==> src/rtl/definitions.sv <==
// Opcode constants shared by the accumulator core. The ALU, imem loader
// and sequencer all decode against these values.
package definitions;
  localparam logic [3:0] kBRZ = 4'h8;
  localparam logic [3:0] kBRN = 4'h9;
  localparam logic [3:0] kJMP = 4'hA;
endpackage

==> src/rtl/pc_seq.sv <==
// Program sequencer for the accumulator core: PC, run-time branch-offset LUT,
// start/done/timeout handshake and a watchdog cycle counter capped at MAX_CYCLES.
module pc_seq
  import definitions::*;
#(
  parameter int PC_W       = 8,
  parameter int INST_W     = 9,
  parameter int OP_W       = 4,
  parameter int LUT_AW     = 2,
  parameter int OFF_W      = 8,
  parameter int CNT_W      = 16,
  parameter int MAX_CYCLES = 50000
) (
  input  logic              clk,
  input  logic              reset,
  input  logic              start,
  input  logic              stall,
  input  logic [INST_W-1:0] inst,
  input  logic              z,
  input  logic              neg,
  input  logic              lut_we,
  input  logic [LUT_AW-1:0] lut_addr,
  input  logic [OFF_W-1:0]  lut_din,
  output logic [PC_W-1:0]   pc,
  output logic              running,
  output logic              done,
  output logic              timeout,
  output logic [CNT_W-1:0]  cycles
);

  localparam int FLD_W = INST_W - OP_W;
  localparam int LUT_N = 2**LUT_AW;

  typedef enum logic [1:0] {S_IDLE, S_RUN, S_DONE} state_e;

  state_e             state_q, state_d;
  logic [PC_W-1:0]    pc_q, pc_d;
  logic [CNT_W-1:0]   cycles_q, cycles_d;
  logic               timeout_q, timeout_d;
  logic               running_q, running_d;
  logic               done_q, done_d;
  logic [OFF_W-1:0]   lut_q [LUT_N];

  logic [OP_W-1:0]    op;
  logic [FLD_W-1:0]   field;
  logic               is_jmp, is_halt, taken, at_limit;
  logic signed [OFF_W-1:0] off;
  logic [PC_W-1:0]    off_ext, jmp_tgt;

  assign op       = inst[INST_W-1 -: OP_W];
  assign field    = inst[FLD_W-1:0];
  assign is_jmp   = (op == OP_W'(kJMP));
  assign is_halt  = is_jmp && (field == '0);
  assign taken    = ((op == OP_W'(kBRZ)) && z) || ((op == OP_W'(kBRN)) && neg);
  // Registered LUT read: a same-cycle write is seen by the following branch only.
  assign off      = lut_q[field[LUT_AW-1:0]];
  assign off_ext  = PC_W'(off);
  assign jmp_tgt  = PC_W'(field);
  assign at_limit = (cycles_q == CNT_W'(MAX_CYCLES));

  always_ff @(posedge clk or posedge reset) begin
    if (reset) begin
      for (int i = 0; i < LUT_N; i++) lut_q[i] <= '0;
    end else if (lut_we) begin
      lut_q[lut_addr] <= lut_din;
    end
  end

  always_comb begin
    state_d   = state_q;
    pc_d      = pc_q;
    cycles_d  = cycles_q;
    timeout_d = timeout_q;
    case (state_q)
      S_IDLE, S_DONE: begin
        if (start) begin
          state_d   = S_RUN;
          pc_d      = '0;
          cycles_d  = '0;
          timeout_d = 1'b0;
        end
      end
      S_RUN: begin
        if (at_limit) begin
          state_d   = S_DONE;
          timeout_d = 1'b1;
        end else begin
          cycles_d = cycles_q + CNT_W'(1);
          if (stall)        pc_d = pc_q;
          else if (is_halt) state_d = S_DONE;
          else if (is_jmp)  pc_d = jmp_tgt;
          else if (taken)   pc_d = pc_q + off_ext;
          else              pc_d = pc_q + PC_W'(1);
        end
      end
      default: state_d = S_IDLE;
    endcase
    running_d = (state_d == S_RUN);
    done_d    = (state_d == S_DONE);
  end

  always_ff @(posedge clk or posedge reset) begin
    if (reset) begin
      state_q   <= S_IDLE;
      pc_q      <= '0;
      cycles_q  <= '0;
      timeout_q <= 1'b0;
      running_q <= 1'b0;
      done_q    <= 1'b0;
    end else begin
      state_q   <= state_d;
      pc_q      <= pc_d;
      cycles_q  <= cycles_d;
      timeout_q <= timeout_d;
      running_q <= running_d;
      done_q    <= done_d;
    end
  end

  assign pc      = pc_q;
  assign running = running_q;
  assign done    = done_q;
  assign timeout = timeout_q;
  assign cycles  = cycles_q;

endmodule

==> config.mk <==
export PLATFORM = sky130hd
export DESIGN_NAME = pc_seq
export DESIGN_NICKNAME = d
export VERILOG_FILES = /design/src/rtl/definitions.sv /design/src/rtl/pc_seq.sv
export SDC_FILE = /design/constraint.sdc
export NUM_CORES = 1
export LEC_CHECK = 0
export CAP_MARGIN = 40
export CORE_MARGIN = 2
export CORE_UTILIZATION = 45
export DETAILED_ROUTE_END_ITERATION = 10
export GPL_ROUTABILITY_DRIVEN = 0
export HOLD_SLACK_MARGIN = 0.15
export PLACE_DENSITY = 0.69
export SYNTH_ARGS = -nofsm -noshare
export SYNTH_HDL_FRONTEND = slang
export SYNTH_SLANG_ARGS = --single-unit
==> constraint.sdc <==
create_clock -name clk -period 2.95 [get_ports clk]
set_input_delay 0.295 -clock clk [delete_from_list [all_inputs] [get_ports clk]]
set_output_delay 0.295 -clock clk [all_outputs]
set_load 0.02 [all_outputs]
==> metrics.txt, run 1 <==
status=completed; final core utilization=60.0%; Yosys reg bits=61; leading area contributor after synthesis=dfrtp_1; Hold WS=0.471 ns; first-pass GRT wire length=11700 µm; Iteration-0 DRC Markers=111; DR DRC count=0; CTS max path bufs=2; top post-synthesis cells by area=dfrtp_1 47%, mux2_2 11%, mux4_2 5.5%; Syn Inst Count=275; EDFF count, synth=0; Global Route Usage Sum=19.4%; Clock power frac=26.0%; Pins Over Slew Limit=0; CP endpoint kind=register; Worst setup SP type=register; Clk Latency, worst-skew pair=0.35 ns; Overflow after GRT=0; Worst Path Arrival=2.94 ns; slew at the pin closest to its max-slew limit=0.769 ns; initial antenna violation count=0; CTS tree=done; Via Count=2411; share of cells above drive strength 1=24.9%; fmax=369 MHz; worst min path class=input port to asynchronous set/reset pin; CTS buffer count=9; Synth top area share=46.8%; DR top layer=met4; I/O pin total=53; Die Span Y=89.1 µm; Root Driver=clkbuf_8; post-route cell area=4290 µm²; final critical-path share of the clock period=91.9%; Total Wirelength=7050 µm; Combinational Power Share=36.4%; Netlist Area Pre-Place=3260 µm²; Synth warnings=0; asr flop ratio synth=100%; largest net degree at the start of global routing=62; Filler Cells Inserted=586; sequential share of power=37.6%; library cells used by synthesis=55; CP Class=register to register; Diodes inserted=0; LEAKAGE=1.87 nW; Slew headroom=48.5%; minimum clock period after layout=2.71 ns; Final setup viols=0; post-synth net total=311; Setup WS post-layout=0.238 ns; power per cell area=819 nW/µm²; Layout area overhead=31.4%; Synth top cells by count=61 x dfrtp_1, 33 x mux2_2, 18 x nor2_1; DIE WIDTH=89.1 µm; Worst Path Required=3.18 ns; Worst-path clk slew=0.07 ns; Starting Density=45.7%; Routed Antenna Nets=0; post-DR vias/cell=5.29; routed length on met3=282 µm; # rows=31; internal power=2.31 mW; Final nets=388; IR Drop Worst-Case VDD=0.000315 V; switching share of total power=34.1%; Cell Area, Placed=4010 µm²; vias in the first global route=2418; die area=7940 µm²; wl on met1=3280 µm; count leader, synth=dfrtp_1; Avg Inst Size Synth=11.9 µm²; wire per inst=15.5 µm; critical-path maximum fanout=2; Worst Clk Skew=0.00816 ns; port buffer count=52; post-DP HPWL=5230 µm; Core Area=7140 µm²; drt first pass iters=4; Synth Flop Type=dfrtp_1; final hold violation count=0; max_cap viols=0; Setup WS pre-CTS=-0.280 ns; Net Switching=1.20 mW; detailed route wirelength on metal2=3360 µm; unrepaired setup endpoints after global routing=false; register area share after synthesis=46.8%; CTS Sinks=61; H-tree depth=3
cells in the final DEF (no fill, tap or decap), types with 3 or more instances in the layout:
master	count
inv_1	6
and3_1	8
a21o_1	3
clkinv_4	3
a21oi_2	3
xnor2_1	7
xor2_1	9
nor2_1	18
and2_1	3
mux2i_1	5
ha_1	9
a21oi_1	3
o2bb2ai_1	4
dfrtp_1	61
bufinv_16	3
buf_4	21
nand4_1	5
clkbuf_8	9
clkdlybuf4s50_1	51
nand2_1	15
mux2_2	33
o21ai_0	10
mux4_2	8
nor3b_1	4
nor3_1	7
nand3_1	9
cells by family (layout without fill, tap and decap cells):
family / after synthesis / in the layout / synth area share (%)
adders and majority gates: 10 / 10 / 4.07
AOI/OAI and AO/OA: 36 / 36 / 8.25
muxes: 46 / 46 / 18.5
and+or+nand+nor: 91 / 91 / 15.9
buffers and inverters: 15 / 97 / 2.23
DFF: 61 / 61 / 46.8
xor gates and xnor gates: 16 / 16 / 4.30
per-stage QoR:
stage	TNS [ns]	power [mW]	cells
4_1_cts	0	3.52	454
2_1_floorplan	0	2.02	275
3_5_place_dp	-0.896	2.60	438
6_report	0	3.51	456
5_1_grt	0	3.72	456
3_3_place_gp	-0.617	2.57	438
final cells by class:
type | count | area [µm²] | area share (%)
multi-input combinational | 199 | 1670 | 38.9
sequential | 61 | 1530 | 35.6
timing repair buffer | 74 | 692 | 16.1
clock buffer | 9 | 124 | 2.89
clock inverter | 7 | 124 | 2.89
tap | 99 | 124 | 2.89
inverter | 7 | 26.3 | 0.613
power by group through the flow:
stage	Combinational, mW	Sequential, mW	Clock [mW]
after detailed placement	1.27	1.33	0
after global placement	1.24	1.33	0
after CTS	1.27	1.32	0.927
final	1.28	1.32	0.913
after global routing	1.39	1.35	0.975
after floorplan	0.567	1.46	0
sequential cells by signal, summed over array words and instances, names as in the netlist:
name / count
cycles: 16
done: 1
lut_q: 32
pc: 8
running: 1
state_q: 2
timeout: 1
path summary, 6_finish.rpt:
path	startpoint	end	slack [ns]	cells past startpoint
min in group clk	timeout$_DFFE_PP0P_	timeout$_DFFE_PP0P_	0.50	2
min	reset	cycles[15]$_DFFE_PP0P_	0.47	3
max in group asynchronous	reset	lut_q[28]$_DFFE_PP0P_	2.00	3
max	lut_q[0]$_DFFE_PP0P_	pc[4]$_DFFE_PP0P_	0.24	9
min reg2reg	timeout$_DFFE_PP0P_	timeout$_DFFE_PP0P_	0.50	2
max reg2reg	lut_q[0]$_DFFE_PP0P_	pc[4]$_DFFE_PP0P_	0.24	9
metal layers:
layer,global-route usage [%],vias to the layer above
met5,0,-
met4,6.92,0
met3,4.71,13
met2,29.4,47
met1,27.4,1175
li1,-,1176
critical path, cell delays in order, from the launching register on:
cell     delay (ns)
dfrtp_1        0.40
mux4_2         0.45
or2_2          0.28
ha_1           0.22
fa_1           0.41
a21o_1         0.18
a21oi_2        0.17
xor2_1         0.14
o21ai_0        0.08
a32o_1         0.26
repair_timing:
action,4_1_cts,5_1_grt
hold endpoints to repair,0,0
endpoints found under the setup margin,0,3
buffers inserted,0,2
hold buffers,0,0
resized for setup,0,4
(Power assumes the default switching activity.)
==> run 2: changes to the inputs <==
- CTS_BUF_LIST: unset -> sky130_fd_sc_hd__clkbuf_2 sky130_fd_sc_hd__clkbuf_4 sky130_fd_sc_hd__clkbuf_8
- RECOVER_POWER: unset -> 100
==> run 2 against run 1 <==
First-iteration DRC count increased by 8.1%. Design area decreased by 0.53%. Clock-buffer cell count unchanged. Fmax about the same. Via count increased by 0.41%. Wire length increased by 0.33%. Register-to-register slack about the same. Clock skew increased by 0.0015 ns. Largest power group unchanged.
==> metrics.txt, run 2 (synthesized netlist as in run 1, its figures left out) <==
Combinational Power Share=35.4%; CP endpoint kind=register; share of cells above drive strength 1=23.5%; Clk Latency, worst-skew pair=0.34 ns; Overflow after GRT=0; commonest cells after routing, fill and taps aside=61 x dfrtp_1, 33 x mux2_2, 29 x dlygate4sd3_1; status=completed; I/O pin total=53; CP max-delay cell=mux4_2; power per cell area=808 nW/µm²; # rows=31; Worst setup SP type=register; final critical-path share of the clock period=92.0%; wire per inst=15.5 µm; Via Count=2421; internal power=2.26 mW; vias in the first global route=2418; CTS tree=done; H-tree depth=3; Clock power frac=26.5%; DIE WIDTH=89.1 µm; crit path capture=pc[4]$_DFFE_PP0P_; worst min path class=register to register; Crit. Startpoint=lut_q[0]$_DFFE_PP0P_; largest net degree at the start of global routing=62; Pins Over Slew Limit=0; Worst-path clk slew=0.07 ns; port buffer count=52; Worst Path Arrival=2.94 ns; IR Drop Worst-Case VDD=0.000314 V; switching share of total power=34.5%; LEAKAGE=1.89 nW; CTS buffer count=9; Worst Path Required=3.18 ns; Biggest register=lut_q; flop2flop setup slack=0.24 ns; commonest non-fill, non-tap cell in the layout=dfrtp_1; Net Switching=1.19 mW; post-DR vias/cell=5.31; DR DRC count=0; WP depth=9; CTS Sinks=61; Iteration-0 DRC Markers=120; Starting Density=45.7%; Die Span Y=89.1 µm; final hold violation count=0; slew at the pin closest to its max-slew limit=1.44 ns; fmax=369 MHz; Crit path largest cell delay=0.45 ns; Worst Clk Skew=0.00965 ns; Slew headroom=3.93%; CTS max path bufs=2; CP Buf/Inv Count=0; r2r startpoint=lut_q[0]$_DFFE_PP0P_; crit-path leading delay family=compound AO/OA/AOI/OAI gates; minimum clock period after layout=2.71 ns; max reg flops=32; post-DP HPWL=5230 µm; Routed Antenna Nets=0; CP Class=register to register; die area=7940 µm²; total power=3.44 mW; Global Route Usage Sum=19.4%; Hold Startpoint=timeout$_DFFE_PP0P_; Core Area=7140 µm²; Final setup viols=0; Final nets=388; Root Driver=clkbuf_8; Hold-fix buffers, CTS=0; Cells on Worst Hold Path=2; Setup TNS=0 ns; Layout area overhead=30.7%; initial antenna violation count=0; Diodes inserted=0; critical-path maximum fanout=2; unrepaired setup endpoints after global routing=false; max_cap viols=0; Total Wirelength=7070 µm; sequential share of power=38.1%; r2r worst-path depth=9; critical-path cell list=mux4_2 -> or2_2 -> ha_1 -> fa_1 -> a21o_1 -> a21oi_2 -> xor2_1 -> o21ai_0 -> a32o_1; drt first pass iters=4; worst reg2reg path endpoint=pc[4]$_DFFE_PP0P_; first-pass GRT wire length=11700 µm
run 2: changes by cell type in the layout (fill, tap and decap cells not counted), sizes merged:
cell           previous run  this run
buf                      22        20
inv                       7         6
dlygate4sd3               0        29
clkdlybuf4s50            51        22
clkbuf                    9        11
clkinv                    3         4
run 2: worst reg2reg max path, stage by stage (launching register included):
cell and delay (ns):
dfrtp_1 0.40, mux4_2 0.45, or2_2 0.28, ha_1 0.22, fa_1 0.41, a21o_1 0.18
a21oi_2 0.17, xor2_1 0.14, o21ai_0 0.08, a32o_1 0.26
run 2: through the flow:
step	setup WS, ns	utilization, %	hold slack (ns)	std cells	cell area [µm²]
2_1_floorplan	0.233	-	0.446	275	3260
3_3_place_gp	-0.222	56.2	0.473	438	4010
3_5_place_dp	-0.280	56.2	0.483	438	4010
4_1_cts	0.0882	59.6	0.499	454	4260
5_1_grt	0.101	59.7	0.510	456	4260
6_report	0.237	59.7	0.494	456	4260
run 2: final cells by class:
type                    count  area [µm²]
flip-flops and latches     61        1530
fillers                   591        2870
multi-input cells         199        1650
clock buffers               9         124
repair buffers             74         686
well taps                  99         124
clock inverters             7         124
inverters                   7        26.3
run 2: power groups by stage:
| stage | clock, mW | sequential [mW] | combinational, mW |
|---|---|---|---|
| final | 0.912 | 1.31 | 1.22 |
| after global routing | 0.975 | 1.35 | 1.33 |
| after CTS | 0.927 | 1.32 | 1.27 |
| after detailed placement | 0 | 1.33 | 1.27 |
| after global placement | 0 | 1.33 | 1.24 |
| after floorplan | 0 | 1.46 | 0.567 |
run 2: worst min-delay path by stage:
stage	end
6_report	timeout$_DFFE_PP0P_
5_1_grt	lut_q[15]$_DFFE_PP0P_
4_1_cts	lut_q[12]$_DFFE_PP0P_
3_5_place_dp	timeout$_DFFE_PP0P_
3_3_place_gp	timeout$_DFFE_PP0P_
2_1_floorplan	lut_q[0]$_DFFE_PP0P_
run 2: per-layer routing:
| layer | part of all wire (%) | global-route usage [%] | up-vias |
|---|---|---|---|
| met1 | 46 | 27.4 | 1172 |
| li1 | - | - | 1178 |
| met3 | 4.5 | 4.71 | 13 |
| met5 | 0 | 0 | - |
| met4 | 1.5 | 6.92 | 0 |
| met2 | 48 | 29.4 | 58 |
run 2: what timing repair did:
action / in CTS / in global routing
gates resized for setup: 0 / 4
setup buffers: 0 / 2
setup endpoints to repair: 0 / 3
==> run 3: changes to the inputs <==
- CTS_CLUSTER_DIAMETER: unset -> 60
- SLEW_MARGIN: unset -> 10
==> results of run 3 <==
No change in the layout: final DEF, timing and power equal those of run 2.
